## src/rtl/text_cell_fetcher.sv

```systemverilog
// Text-mode cell fetcher: raster cell counters, text RAM read issue and background palette lookup.
// Latency 3 cycles from pixel to outputs, one pixel per cycle; no backpressure, the raster timing drives it.
module text_cell_fetcher #(
  parameter int COLS   = 80,
  parameter int ROWS   = 60,
  parameter int ADDR_W = 13
) (
  input  logic              i_clk,
  input  logic              i_rst,
  input  logic              i_frame_start,
  input  logic              i_line_end,
  input  logic              i_pixel_valid,
  output logic [ADDR_W-1:0] o_ram_addr,
  input  logic [15:0]       i_ram_data,
  input  logic              i_pal_we,
  input  logic [3:0]        i_pal_idx,
  input  logic [11:0]       i_pal_data,
  output logic [7:0]        o_char,
  output logic [2:0]        o_column,
  output logic [2:0]        o_row,
  output logic [11:0]       o_bg_color,
  output logic              o_blank
);

  localparam int CX_W = (COLS > 1) ? $clog2(COLS) : 1;
  localparam int TR_W = (ROWS > 1) ? $clog2(ROWS) : 1;
  localparam logic [CX_W-1:0]   CX_LAST = CX_W'(COLS - 1);
  localparam logic [TR_W-1:0]   TR_LAST = TR_W'(ROWS - 1);
  localparam logic [ADDR_W-1:0] COLS_A  = ADDR_W'(COLS);

  // Raster position counters
  logic [2:0]        sub_col_q,  sub_col_d;
  logic [CX_W-1:0]   cell_x_q,   cell_x_d;
  logic [2:0]        sub_row_q,  sub_row_d;
  logic [TR_W-1:0]   text_row_q, text_row_d;
  logic [ADDR_W-1:0] row_base_q, row_base_d;

  // Stage 0: address register plus tags
  logic [ADDR_W-1:0] ram_addr_q, ram_addr_d;
  logic [2:0]        s0_col_q,   s0_col_d;
  logic [2:0]        s0_row_q,   s0_row_d;
  logic              s0_vld_q,   s0_vld_d;

  // Stage 1: tags wait while the RAM reads
  logic [2:0]        s1_col_q,   s1_col_d;
  logic [2:0]        s1_row_q,   s1_row_d;
  logic              s1_vld_q,   s1_vld_d;

  // Stage 2: output registers
  logic [7:0]        char_q,     char_d;
  logic [2:0]        column_q,   column_d;
  logic [2:0]        row_q,      row_d;
  logic [11:0]       bg_q,       bg_d;
  logic              blank_q,    blank_d;

  logic [11:0]       pal_q [16];
  logic [11:0]       pal_d [16];

  logic              rsvd_unused;
  assign rsvd_unused = ^i_ram_data[11:8];

  // Only the highest-priority raster event moves the counters.
  always_comb begin
    sub_col_d  = sub_col_q;
    cell_x_d   = cell_x_q;
    sub_row_d  = sub_row_q;
    text_row_d = text_row_q;
    row_base_d = row_base_q;
    if (i_frame_start) begin
      sub_col_d  = '0;
      cell_x_d   = '0;
      sub_row_d  = '0;
      text_row_d = '0;
      row_base_d = '0;
    end else if (i_line_end) begin
      sub_col_d = '0;
      cell_x_d  = '0;
      sub_row_d = sub_row_q + 3'd1;
      if (sub_row_q == 3'd7) begin
        if (text_row_q == TR_LAST) begin
          text_row_d = '0;
          row_base_d = '0;
        end else begin
          text_row_d = text_row_q + TR_W'(1);
          row_base_d = row_base_q + COLS_A;
        end
      end
    end else if (i_pixel_valid) begin
      sub_col_d = sub_col_q + 3'd1;
      if (sub_col_q == 3'd7) begin
        cell_x_d = (cell_x_q == CX_LAST) ? '0 : cell_x_q + CX_W'(1);
      end
    end
  end

  // The pixel always uses the counter values from before this cycle's update.
  always_comb begin
    ram_addr_d = ram_addr_q;
    if (i_pixel_valid) begin
      ram_addr_d = row_base_q + ADDR_W'(cell_x_q);
    end
    s0_col_d = sub_col_q;
    s0_row_d = sub_row_q;
    s0_vld_d = i_pixel_valid;

    s1_col_d = s0_col_q;
    s1_row_d = s0_row_q;
    s1_vld_d = s0_vld_q;

    char_d   = '0;
    column_d = '0;
    row_d    = '0;
    bg_d     = '0;
    blank_d  = ~s1_vld_q;
    if (s1_vld_q) begin
      char_d   = i_ram_data[7:0];
      bg_d     = pal_q[i_ram_data[15:12]];
      column_d = s1_col_q;
      row_d    = s1_row_q;
    end
  end

  // Lookups read pal_q, so a write on the same edge is seen one cycle later.
  always_comb begin
    pal_d = pal_q;
    if (i_pal_we) begin
      pal_d[i_pal_idx] = i_pal_data;
    end
  end

  always_ff @(posedge i_clk or posedge i_rst) begin
    if (i_rst) begin
      sub_col_q  <= '0;
      cell_x_q   <= '0;
      sub_row_q  <= '0;
      text_row_q <= '0;
      row_base_q <= '0;
      ram_addr_q <= '0;
      s0_col_q   <= '0;
      s0_row_q   <= '0;
      s0_vld_q   <= 1'b0;
      s1_col_q   <= '0;
      s1_row_q   <= '0;
      s1_vld_q   <= 1'b0;
      char_q     <= '0;
      column_q   <= '0;
      row_q      <= '0;
      bg_q       <= '0;
      blank_q    <= 1'b1;
      pal_q      <= '{default: 12'h000};
    end else begin
      sub_col_q  <= sub_col_d;
      cell_x_q   <= cell_x_d;
      sub_row_q  <= sub_row_d;
      text_row_q <= text_row_d;
      row_base_q <= row_base_d;
      ram_addr_q <= ram_addr_d;
      s0_col_q   <= s0_col_d;
      s0_row_q   <= s0_row_d;
      s0_vld_q   <= s0_vld_d;
      s1_col_q   <= s1_col_d;
      s1_row_q   <= s1_row_d;
      s1_vld_q   <= s1_vld_d;
      char_q     <= char_d;
      column_q   <= column_d;
      row_q      <= row_d;
      bg_q       <= bg_d;
      blank_q    <= blank_d;
      pal_q      <= pal_d;
    end
  end

  assign o_ram_addr = ram_addr_q;
  assign o_char     = char_q;
  assign o_column   = column_q;
  assign o_row      = row_q;
  assign o_bg_color = bg_q;
  assign o_blank    = blank_q;

endmodule

```

## config.mk

```make
export PLATFORM = sky130hd
export DESIGN_NAME = text_cell_fetcher
export DESIGN_NICKNAME = d
export VERILOG_FILES = /design/src/rtl/text_cell_fetcher.sv
export SDC_FILE = /design/constraint.sdc
export NUM_CORES = 1
export LEC_CHECK = 0
export BUFFER_PORTS_ARGS = -buffer_cell sky130_fd_sc_hd__buf_2
export CAP_MARGIN = 20
export CORE_MARGIN = 2
export CORE_UTILIZATION = 60
export CTS_CLUSTER_DIAMETER = 40
export DETAILED_ROUTE_END_ITERATION = 10
export PLACE_DENSITY = 0.87
export SLEW_MARGIN = 20
export SYNTH_ARGS = -nofsm -noshare
export SYNTH_HDL_FRONTEND = slang
export SYNTH_SLANG_ARGS = --single-unit
```

## constraint.sdc

```tcl
create_clock -name i_clk -period 14.16 [get_ports i_clk]
set_input_delay 2.832 -clock i_clk [delete_from_list [all_inputs] [get_ports i_clk]]
set_output_delay 2.832 -clock i_clk [all_outputs]
set_load 0.05 [all_outputs]
```

==> metrics.md <==
| Metric | Value |
|---|---|
| Number of synthesized flops with an enable pin | `0` |
| Detailed Route WL | `25.7 mm` |
| Die height | `147 µm` |
| Max Clk Rate | `0.212 GHz` |
| Synthesized net count | `938` |
| Count of pins over their slew limit | `0` |
| Ports | `78` |
| Starting density of the core | `0.608` |
| Via count | `7608` |
| Hold EP | `s1_col_q[2]` |
| Seq. cell area | `0.00686 mm²` |
| Vias in the first global route | `7939` |
| Placed Area | `0.0128 mm²` |
| DR pass1 iterations | `5` |
| Pin count of the biggest net entering global routing | `121` |
| Crit-path max FO | `39` |
| Drt drc | `0` |
| Total clock sinks | `274` |
| Reg clk slew, reported paths | `0.06 ns` |
| Skew-Pair Late Insertion Delay | `0.52 ns` |
| Core ar. | `0.0202 mm²` |
| Worst slew pin tran | `0.972 ns` |
| Die W | `147 µm` |
| Area contributors post-synth | `dfrtp_1 (56%), mux2_2 (18%), mux4_2 (5.0%)` |
| Synth area leader | `dfrtp_1` |
| Distinct cell type count after synthesis | `51` |
| Post_cts resized | `0` |
| Global route overflow | `0` |
| Most frequent cell after synthesis | `dfrtp_1` |
| R2R Setup Slk | `12.17 ns` |
| TritonCTS clock tree | `done` |
| Most frequent cells after synthesis | `dfrtp_1 (273), mux2_2 (200), buf_2 (27), mux4_2 (27)` |
| Post-synthesis sequential area ratio | `0.559` |
| Iter 0 DRT Violations | `352` |
| Number of H-tree levels | `2` |
| Max VDD drop | `0.0000933 V` |
| RSZ-0062 raised after global routing | `false` |
| Critical R2R Capture | `text_row_q[4]` |
| Ys flop type | `dfrtp_1` |
| Worst hold start | `s0_col_q[2]` |
| Nets | `1003` |
| Row cnt | `52` |
| Hold Fails Final Rpt | `0` |
| Worst setup SP type | `primary input` |
| Async S/R FF share, synth | `1.00` |
| Power Density | `160 mW/mm²` |
| Total CTS buffers | `38` |
| Setup Viol. Count Final | `0` |
| Register bit total from synthesis | `274` |
| Post-CTS Setup Repair Bufs | `0` |
| Rel. slew slack | `0.350` |
| Antenna-violating nets left | `0` |
| Hold_buf cts | `0` |
| Vias/cell | `6.08` |
| Multi-input logic area | `0.00507 mm²` |
| Final Cycle Share | `0.333` |
| Wire per inst | `20.5 µm` |
| Worst hold path depth | `0` |
| Synthesized instance count | `889` |
| Post-Syn Area | `0.0123 mm²` |
| Gr usage total | `0.245` |
| First-pass GRT wire length | `41.8 mm` |
| Fin crit period | `4.72 ns` |
| Fill cells | `1324` |
| Worst EP required | `14.56 ns` |
| Post-synthesis area per instance | `13.8 µm²` |
| Synth warn | `0` |
| Antenna violations before repair | `1` |
| Maxcap violations | `0` |
| RD Place Congestion | `0.841` |
| Clk_skew | `0.0279 ns` |
| Clock root buffer | `clkbuf_16` |
| Yosys top cell area share | `0.557` |
| HPWL after DPL | `15.5 mm` |
| Area growth from synthesis to layout | `14.4%` |
| Tot Pwr | `0.00224 W` |
| Fin Setup TNS | `0 ns` |
| Share of layout cells above drive strength 1 | `0.395` |
| Critical path class | `primary input to flip-flop` |
| Clk buf depth | `3` |
| Hold crit path type | `flip-flop to flip-flop` |
| CP arrival | `5.12 ns` |
| Post-route cell area | `0.0140 mm²` |
| Crit end category | `flip-flop` |
| Die ar. | `0.0216 mm²` |
| FF-to-FF Start | `s0_row_d[0]` |
| Antenna diodes | `0` |
| IO buf count | `73` |
| Leakage | `6.32 nW` |
| Outcome | `complete, no violations` |
| Worst-case reg-to-reg path depth | `6` |
[registers in the layout (all words and copies together) (netlist names)]
| name | cells |
|---|---|
| s0_col_q | 3 |
| cell_x_q | 7 |
| o_row | 3 |
| s1_vld_q | 1 |
| s1_col_q | 3 |
| s0_col_d | 3 |
| row_base_q | 9 |
| o_char | 8 |
| s0_row_q | 3 |
| pal_q | 192 |
| s0_vld_q | 1 |
| o_ram_addr | 13 |
| text_row_q | 6 |
| o_bg_color | 12 |
| s1_row_q | 3 |
| s0_row_d | 3 |
| o_column | 3 |
| o_blank | 1 |
[final cells by class]
cell class / instances / area share
multi-input combinational: 545 / 0.361
clock inverter: 23 / 0.0180
clock buffer: 45 / 0.0718
tap: 270 / 0.0241
sequential: 274 / 0.489
timing repair buffer: 85 / 0.0329
inverter: 10 / 0.00321
[how the worst max path moves through the flow]
stage	startpoint	to	slack (ns)	depth (start not counted)
2_1_floorplan	i_rst	cell_x_q[0]	3.78	1
3_3_place_gp	i_rst	pal_q[131]	8.64	4
3_5_place_dp	i_rst	pal_q[179]	8.62	4
4_1_cts	i_rst	pal_q[124]	9.16	4
5_1_grt	i_rst	pal_q[124]	9.18	4
6_report	i_ram_data[12]	o_bg_color[8]	9.44	6
[stage by stage]
step	hold slack, ns	std cells	setup WS, ns	util
final	0.345	1252	9.44	0.696
after global routing	0.355	1252	9.18	0.696
after CTS	0.343	1252	9.16	0.695
after detailed placement	0.335	1184	8.62	0.633
after global placement	0.333	1184	8.64	0.633
after floorplan	0.331	889	3.78	-
[cell usage in the layout (no fill, tap or decap), drive strengths merged, types with 9 or more instances in the layout]
cell type	count
nand3	22
inv	17
mux2	201
mux2i	23
mux4	33
and2	17
clkbuf	45
o21ai	25
nor2	26
dfrtp	273
nand2	26
a21oi	15
clkinv	9
ha	11
o31ai	12
nor2b	26
buf	85
a211oi	16
nor3	16
[critical path, cell delays in order]
cell and delay, ns:
buf_4 0.49, buf_4 0.63, mux4_2 0.58, nand3_1 0.13, o31ai_1 0.10, a221o_1 0.33
[cells by family (layout without fill, tap and decap cells)]
| kind of cell | count (synthesis) | in the layout | share of synthesized area |
|---|---|---|---|
| other | 1 | 1 | 0.000306 |
| muxes | 257 | 257 | 0.266 |
| buffers and inverters | 70 | 163 | 0.0292 |
| xor gates and xnor gates | 10 | 10 | 0.00714 |
| and+or+nand+nor | 162 | 162 | 0.0702 |
| AOI/OAI and AO/OA | 104 | 104 | 0.0572 |
| adders and majority gates | 11 | 11 | 0.0112 |
| DFF | 274 | 274 | 0.559 |
[layer usage]
metal  vias up  track usage  share of wire
li1       3390            -              -
met1      3949        0.325           0.42
met2       215        0.407           0.50
met3        52       0.0484          0.056
met4         2       0.0889          0.020
met5         -            0        0.00027
[power by group]
group	total (W)	internal, W	switching [W]	leakage, nW
Clock	0.000934	0.000575	0.000360	0.609
Combinational	0.000317	0.000170	0.000147	2.26
Sequential	0.000992	0.000922	0.0000698	3.45
Note: power is estimated with default switching activity, not from simulation.
